--- src/rtl/apb_pkg.sv ---
// Shared APB slave definitions: bus widths and FSM state encoding.
// Imported by apb_slave and apb_slave_regfile.
package apb_pkg;

    localparam int APB_ADDR_W = 8;
    localparam int APB_DATA_W = 8;

    typedef logic [1:0] apb_state_t;

    localparam apb_state_t IDLE   = 2'd0;
    localparam apb_state_t SETUP  = 2'd1;
    localparam apb_state_t ACCESS = 2'd2;

endpackage

--- src/rtl/apb_slave_regfile.sv ---
// DEPTH x 8 register storage: one synchronous write port,
// one combinational read port, asynchronous clear.
module apb_slave_regfile
    import apb_pkg::*;
#(
    parameter int DEPTH = 16,
    parameter int AW    = 4
) (
    input  logic                  pclk,
    input  logic                  prstn,
    input  logic                  i_we,
    input  logic [AW-1:0]         i_waddr,
    input  logic [APB_DATA_W-1:0] i_wdata,
    input  logic [AW-1:0]         i_raddr,
    output logic [APB_DATA_W-1:0] o_rdata
);

    logic [APB_DATA_W-1:0] r_mem [DEPTH];

    // Clear all entries on reset, otherwise write one entry when enabled
    always_ff @(posedge pclk or negedge prstn) begin
        if (!prstn) begin
            for (int i = 0; i < DEPTH; i++) begin
                r_mem[i] <= '0;
            end
        end else if (i_we) begin
            r_mem[i_waddr] <= i_wdata;
        end
    end

    assign o_rdata = r_mem[i_raddr];

endmodule

--- src/rtl/apb_slave.sv ---
// APB slave with an 8-bit register file and address-error response.
// Optional wait states are enabled with macro APB_SLAVE_WAIT_EN.
module apb_slave
    import apb_pkg::*;
#(
    parameter int DEPTH       = 16,
    parameter int WAIT_CYCLES = 2
) (
    input  logic                  pclk,
    input  logic                  prstn,
    input  logic                  psel,
    input  logic                  penable,
    input  logic                  pwrite,
    input  logic [APB_ADDR_W-1:0] paddr,
    input  logic [APB_DATA_W-1:0] pwdata,
    output logic [APB_DATA_W-1:0] prdata,
    output logic                  pready,
    output logic                  pslverr
);

    localparam int AW = (DEPTH > 1) ? $clog2(DEPTH) : 1;
    localparam logic [APB_ADDR_W:0] DEPTH_W = (APB_ADDR_W + 1)'(DEPTH);

    apb_state_t            r_state;
    logic [AW-1:0]         r_addr;
    logic                  r_write;
    logic [APB_DATA_W-1:0] r_wdata;
    logic                  r_err;
    logic [APB_DATA_W-1:0] r_rdata;

    logic                  w_pready;
    logic                  w_err_now;
    logic                  w_we;
    logic [APB_DATA_W-1:0] w_rd;

    assign w_err_now = ({1'b0, paddr} >= DEPTH_W);

`ifdef APB_SLAVE_WAIT_EN
    logic [7:0] r_wait;

    // Wait counter: load on entry to ACCESS, count down while selected
    always_ff @(posedge pclk or negedge prstn) begin
        if (!prstn) begin
            r_wait <= '0;
        end else if (r_state == SETUP) begin
            r_wait <= 8'(WAIT_CYCLES);
        end else if (r_state == ACCESS && r_wait != 8'd0
                     && psel && penable) begin
            r_wait <= r_wait - 8'd1;
        end else begin
            r_wait <= '0;
        end
    end

    assign w_pready = (r_state == ACCESS) && (r_wait == 8'd0);
`else
    logic w_unused_wait;

    assign w_unused_wait = ^WAIT_CYCLES;
    assign w_pready      = (r_state == ACCESS);
`endif

    assign w_we = w_pready & r_write & ~r_err;

    // Bus phase tracking; completion takes priority over abort
    always_ff @(posedge pclk or negedge prstn) begin
        if (!prstn) begin
            r_state <= IDLE;
        end else begin
            unique case (r_state)
                IDLE: begin
                    if (psel && !penable) r_state <= SETUP;
                end
                SETUP: begin
                    r_state <= ACCESS;
                end
                ACCESS: begin
                    if (w_pready) begin
                        r_state <= (psel && !penable) ? SETUP : IDLE;
                    end else if (!psel || !penable) begin
                        r_state <= IDLE;
                    end
                end
                default: begin
                    r_state <= IDLE;
                end
            endcase
        end
    end

    // Capture the request and preload read data as ACCESS begins
    always_ff @(posedge pclk or negedge prstn) begin
        if (!prstn) begin
            r_addr  <= '0;
            r_write <= 1'b0;
            r_wdata <= '0;
            r_err   <= 1'b0;
            r_rdata <= '0;
        end else if (r_state == SETUP) begin
            r_addr  <= paddr[AW-1:0];
            r_write <= pwrite;
            r_wdata <= pwdata;
            r_err   <= w_err_now;
            if (!pwrite) begin
                r_rdata <= w_err_now ? '0 : w_rd;
            end
        end
    end

    apb_slave_regfile #(
        .DEPTH (DEPTH),
        .AW    (AW)
    ) u_regfile (
        .pclk    (pclk),
        .prstn   (prstn),
        .i_we    (w_we),
        .i_waddr (r_addr),
        .i_wdata (r_wdata),
        .i_raddr (paddr[AW-1:0]),
        .o_rdata (w_rd)
    );

    assign prdata  = r_rdata;
    assign pready  = w_pready;
    assign pslverr = w_pready & r_err;

endmodule

--- config.mk ---
export PLATFORM = sky130hd
export DESIGN_NAME = apb_slave
export DESIGN_NICKNAME = d
export VERILOG_FILES = /design/src/rtl/apb_pkg.sv /design/src/rtl/apb_slave_regfile.sv /design/src/rtl/apb_slave.sv
export SDC_FILE = /design/constraint.sdc
export NUM_CORES = 1
export LEC_CHECK = 0
export ABC_AREA = 1
export BUFFER_PORTS_ARGS = -buffer_cell sky130_fd_sc_hd__buf_2
export CORE_MARGIN = 2
export CORE_UTILIZATION = 45
export CTS_CLUSTER_SIZE = 40
export DETAILED_ROUTE_END_ITERATION = 7
export PLACE_DENSITY_LB_ADDON = 0.1
export SLEW_MARGIN = 20
export SYNTH_ARGS = -nofsm -noshare
export SYNTH_HDL_FRONTEND = slang
export SYNTH_SLANG_ARGS = --single-unit
export TNS_END_PERCENT = 50
--- constraint.sdc ---
create_clock -name pclk -period 2.7 [get_ports pclk]
set_input_delay 0.27 -clock pclk [delete_from_list [all_inputs] [get_ports pclk]]
set_output_delay 0.27 -clock pclk [all_outputs]
set_load 0.005 [all_outputs]
==> impl_metrics.csv <==
group,metric,value,unit
power_and_ir_drop,combPwrFrac,0.146,
power_and_ir_drop,vdd_drop_max,486,uV
clock_network,cts_buffers,17,
power_and_ir_drop,p_total,6.21,mW
finish,antennaDiodeCount,0,
floorplanning,die_w,131,um
global_route,antenna_found_initial,0,
power_and_ir_drop,clkPwrFrac,0.414,
power_and_ir_drop,seqPwrFrac,0.440,
critical_path,worstPathArrival,2.33,ns
worst_hold_path,hold_class,"input pin to flop",
clock_network,cts.clk_slew.worst_paths,0.06,ns
run_status,status,"completed",
timing,finalCritPeriodShare,0.756,
route,wl_per_cell,16.4,um
floorplanning,core_area,15900,um^2
timing,max_slew_margin,0.453,
yosys,postSynthAreaPerCell,7.88,um^2
finish,final_core_util,0.518,
timing,drv_slew,0,
route,antenna_left,0,
yosys,synth_area,7310,um^2
clock_network,cts_root_buf,"clkbuf_16",
floorplanning,die_area,17300,um^2
yosys,ys_ff_latch,152,
yosys,synth_area_leader_cell,"dfrtp_1",
yosys,syn_inst,928,
timing,setup_tns,0,ns
floorplanning,ios,31,
critical_path,critPathLaunchType,"flop",
global_route,grt_pass1_vias,5483,
route,drtIter0Drc,442,
critical_path,crit_fanout,16,
power_and_ir_drop,p_sw_frac,0.278,
finish,n_fill_cell,1564,
place,portBuffers,30,
timing,hold_violations,0,
yosys,yosysWarningCount,0,
critical_path,cp_slowest_stage_delay,0.71,ns
finish,areaGrowthSynthToFinish,12.4,%
floorplanning,die_h,131,um
global_route,grt_usage,0.237,
power_and_ir_drop,internal_power,4.48,mW
critical_path,cpMostUsedCell,"nand2_1",
timing,rsz0062_at_grt,"false",
clock_network,clockBufferDepth,2,
route,vias,5815,
place,place.gp.congestion,0.793,
floorplanning,start_util,0.460,
global_route,grt_max_degree,65,
route,viasPerCell,4.99,
route,route.detailed.drc,0,
timing,hold_ws,0.0407,ns
finish,drive_above_1_share,0.106,
power_and_ir_drop,p_leak,3.97,nW
yosys,synth_cell_types,24,
yosys,synthTopCellsByArea,"dfrtp_1 (52%), nand2_1 (18%), o21ai_0 (8.2%)",
critical_path,path_cells,"inv_1, nor3_4, nand2_1, nand2_1, o21ai_2",
critical_path,crit_type,"flop to flop",
finish,nNetsFinal,958,
clock_network,clk_latency,0.43,ns
yosys,syn-num-nets,949,
floorplanning,rows,46,
timing,fmax,490,MHz
place,hpwlAfterDp,11800,um
clock_network,h-tree-depth,4,
timing,setup_viol,0,
route,routed_wl,19200,um
global_route,grt-ovfl-total,0,
global_route,grt_pass1_wl,31600,um
timing,worst_pin_slew,0.814,ns
timing,period_needed,2.04,ns
critical_path,worstPathRequired,2.99,ns
route,dr.pass1.iters,5,
timing,fin_skew,0.00969,ns
power_and_ir_drop,switching_power,1.73,mW
clock_network,cts_resized,0,
clock_network,cts_tree,"built",
clock_network,clkSinkCount,152,
critical_path,cpMaxStageDelayCell,"dfrtp_1",
yosys,seq_area_frac_synth,0.520,
power_and_ir_drop,power_density,755,nW/um^2
yosys,yosys.area.top_type_share,0.520,
job,drv_cap,0,
critical_path,end_kind,"flop",
## through the flow
| step | std cells | setup WS (ns) | cell area (um^2) |
|---|---|---|---|
| after floorplan | 928 | 1.18 | 7310 |
| after global placement | 1132 | 0.741 | 7570 |
| after detailed placement | 1132 | 0.689 | 7570 |
| after CTS | 1165 | 0.679 | 8220 |
| after global routing | 1165 | 0.502 | 8220 |
| final | 1165 | 0.659 | 8220 |
## path summary, 6_finish.rpt
path,depth (start not counted),to,from,slack [ns]
setup / recovery,5,u_regfile.r_mem[68]$_DFFE_PN0P_,r_addr[0]$_DFFE_PN0N_,0.66
hold / removal,3,r_wdata[4]$_DFFE_PN0N_,pwdata[4],0.04
setup reg to reg,5,u_regfile.r_mem[68]$_DFFE_PN0P_,r_addr[0]$_DFFE_PN0N_,0.66
hold reg to reg,2,prdata[5]$_DFFE_PN0P_,prdata[5]$_DFFE_PN0P_,0.47
max in group asynchronous,3,u_regfile.r_mem[16]$_DFFE_PN0P_,prstn,1.55
min in group asynchronous,2,r_err$_DFFE_PN0N_,prstn,0.36
## kinds of logic (layout without fill, tap and decap cells)
| family | after synthesis | count (layout) | synth area share |
|---|---|---|---|
| AO/OA/AOI/OAI | 141 | 141 | 0.105 |
| buffers and inverters | 171 | 192 | 0.101 |
| AND/OR/NAND/NOR | 464 | 464 | 0.275 |
| flip-flops | 152 | 152 | 0.520 |
## power groups by stage
stage,clock (mW),combinational [mW],sequential (mW)
3_3_place_gp,0,0.902,2.76
5_1_grt,2.71,1.06,2.77
6_report,2.57,0.906,2.73
4_1_cts,2.61,0.919,2.73
2_1_floorplan,0,0.638,2.71
3_5_place_dp,0,0.913,2.76
## state kept, by name, indices dropped and copies added (netlist names)
signal	count
r_err	1
r_write	1
r_state	2
r_wdata	8
prdata	8
u_regfile.r_mem	128
r_addr	4
## worst max-delay path, delay by kind of cell, from the launching register on
| kind | cells | cell delay [ns] |
|---|---|---|
| buf+inv | 1 | 0.16 |
| flops | 1 | 0.71 |
| simple gates | 3 | 0.96 |
| compound gates | 1 | 0.07 |
## layout by cell type (no fill, tap or decap)
master         instances
buf_12                 2
nor3_4                 3
nand2_2                2
nand3_1               96
clkbuf_8               4
nor3_1                 2
nor2_2                 1
clkbuf_16             17
buf_2                 29
nand2_1              344
clkbuf_1               3
bufinv_8               1
o21ai_2               16
buf_6                  1
dlygate4sd3_1          2
inv_2                  2
clkinvlp_4             2
nor3b_1                1
clkinv_1               2
buf_4                  9
bufinv_16              4
nand3_2                2
inv_1                113
nor2_1                 8
nand4_4                4
o21ai_1                5
dfrtp_1              152
o21ai_0              120
clkinv_2               1
nand3_4                1
## final cells by class
cell class,count,area (um^2),area share
Clock buffer,24,492,0.0598
Clock inverter,7,140,0.0170
Inverter,118,457,0.0555
Multi-Input combinational cell,605,2780,0.338
Sequential cell,152,3800,0.463
Tap cell,216,270,0.0329
Timing Repair Buffer,43,284,0.0345
## synth_stat cells (all sizes together)
library cell,count
buf,32
bufinv,1
clkbuf,21
clkinv,2
dfrtp,152
inv,115
nand2,346
nand3,99
nand4,4
nor2,9
nor3,5
nor3b,1
o21ai,141
## routing by layer
metal	GRT usage	share of wire	vias up
li1	-	-	2914
met1	0.340	0.49	2762
met2	0.360	0.45	111
met3	0.0459	0.040	28
met4	0.0797	0.018	0
met5	0	0	-
## what timing repair did
action | CTS | global route
endpoints found under the hold margin | 49 | 0
setup buffers | 0 | 0
hold buffers | 2 | 0
No activity file was read; power rests on OpenSTA's default activity.
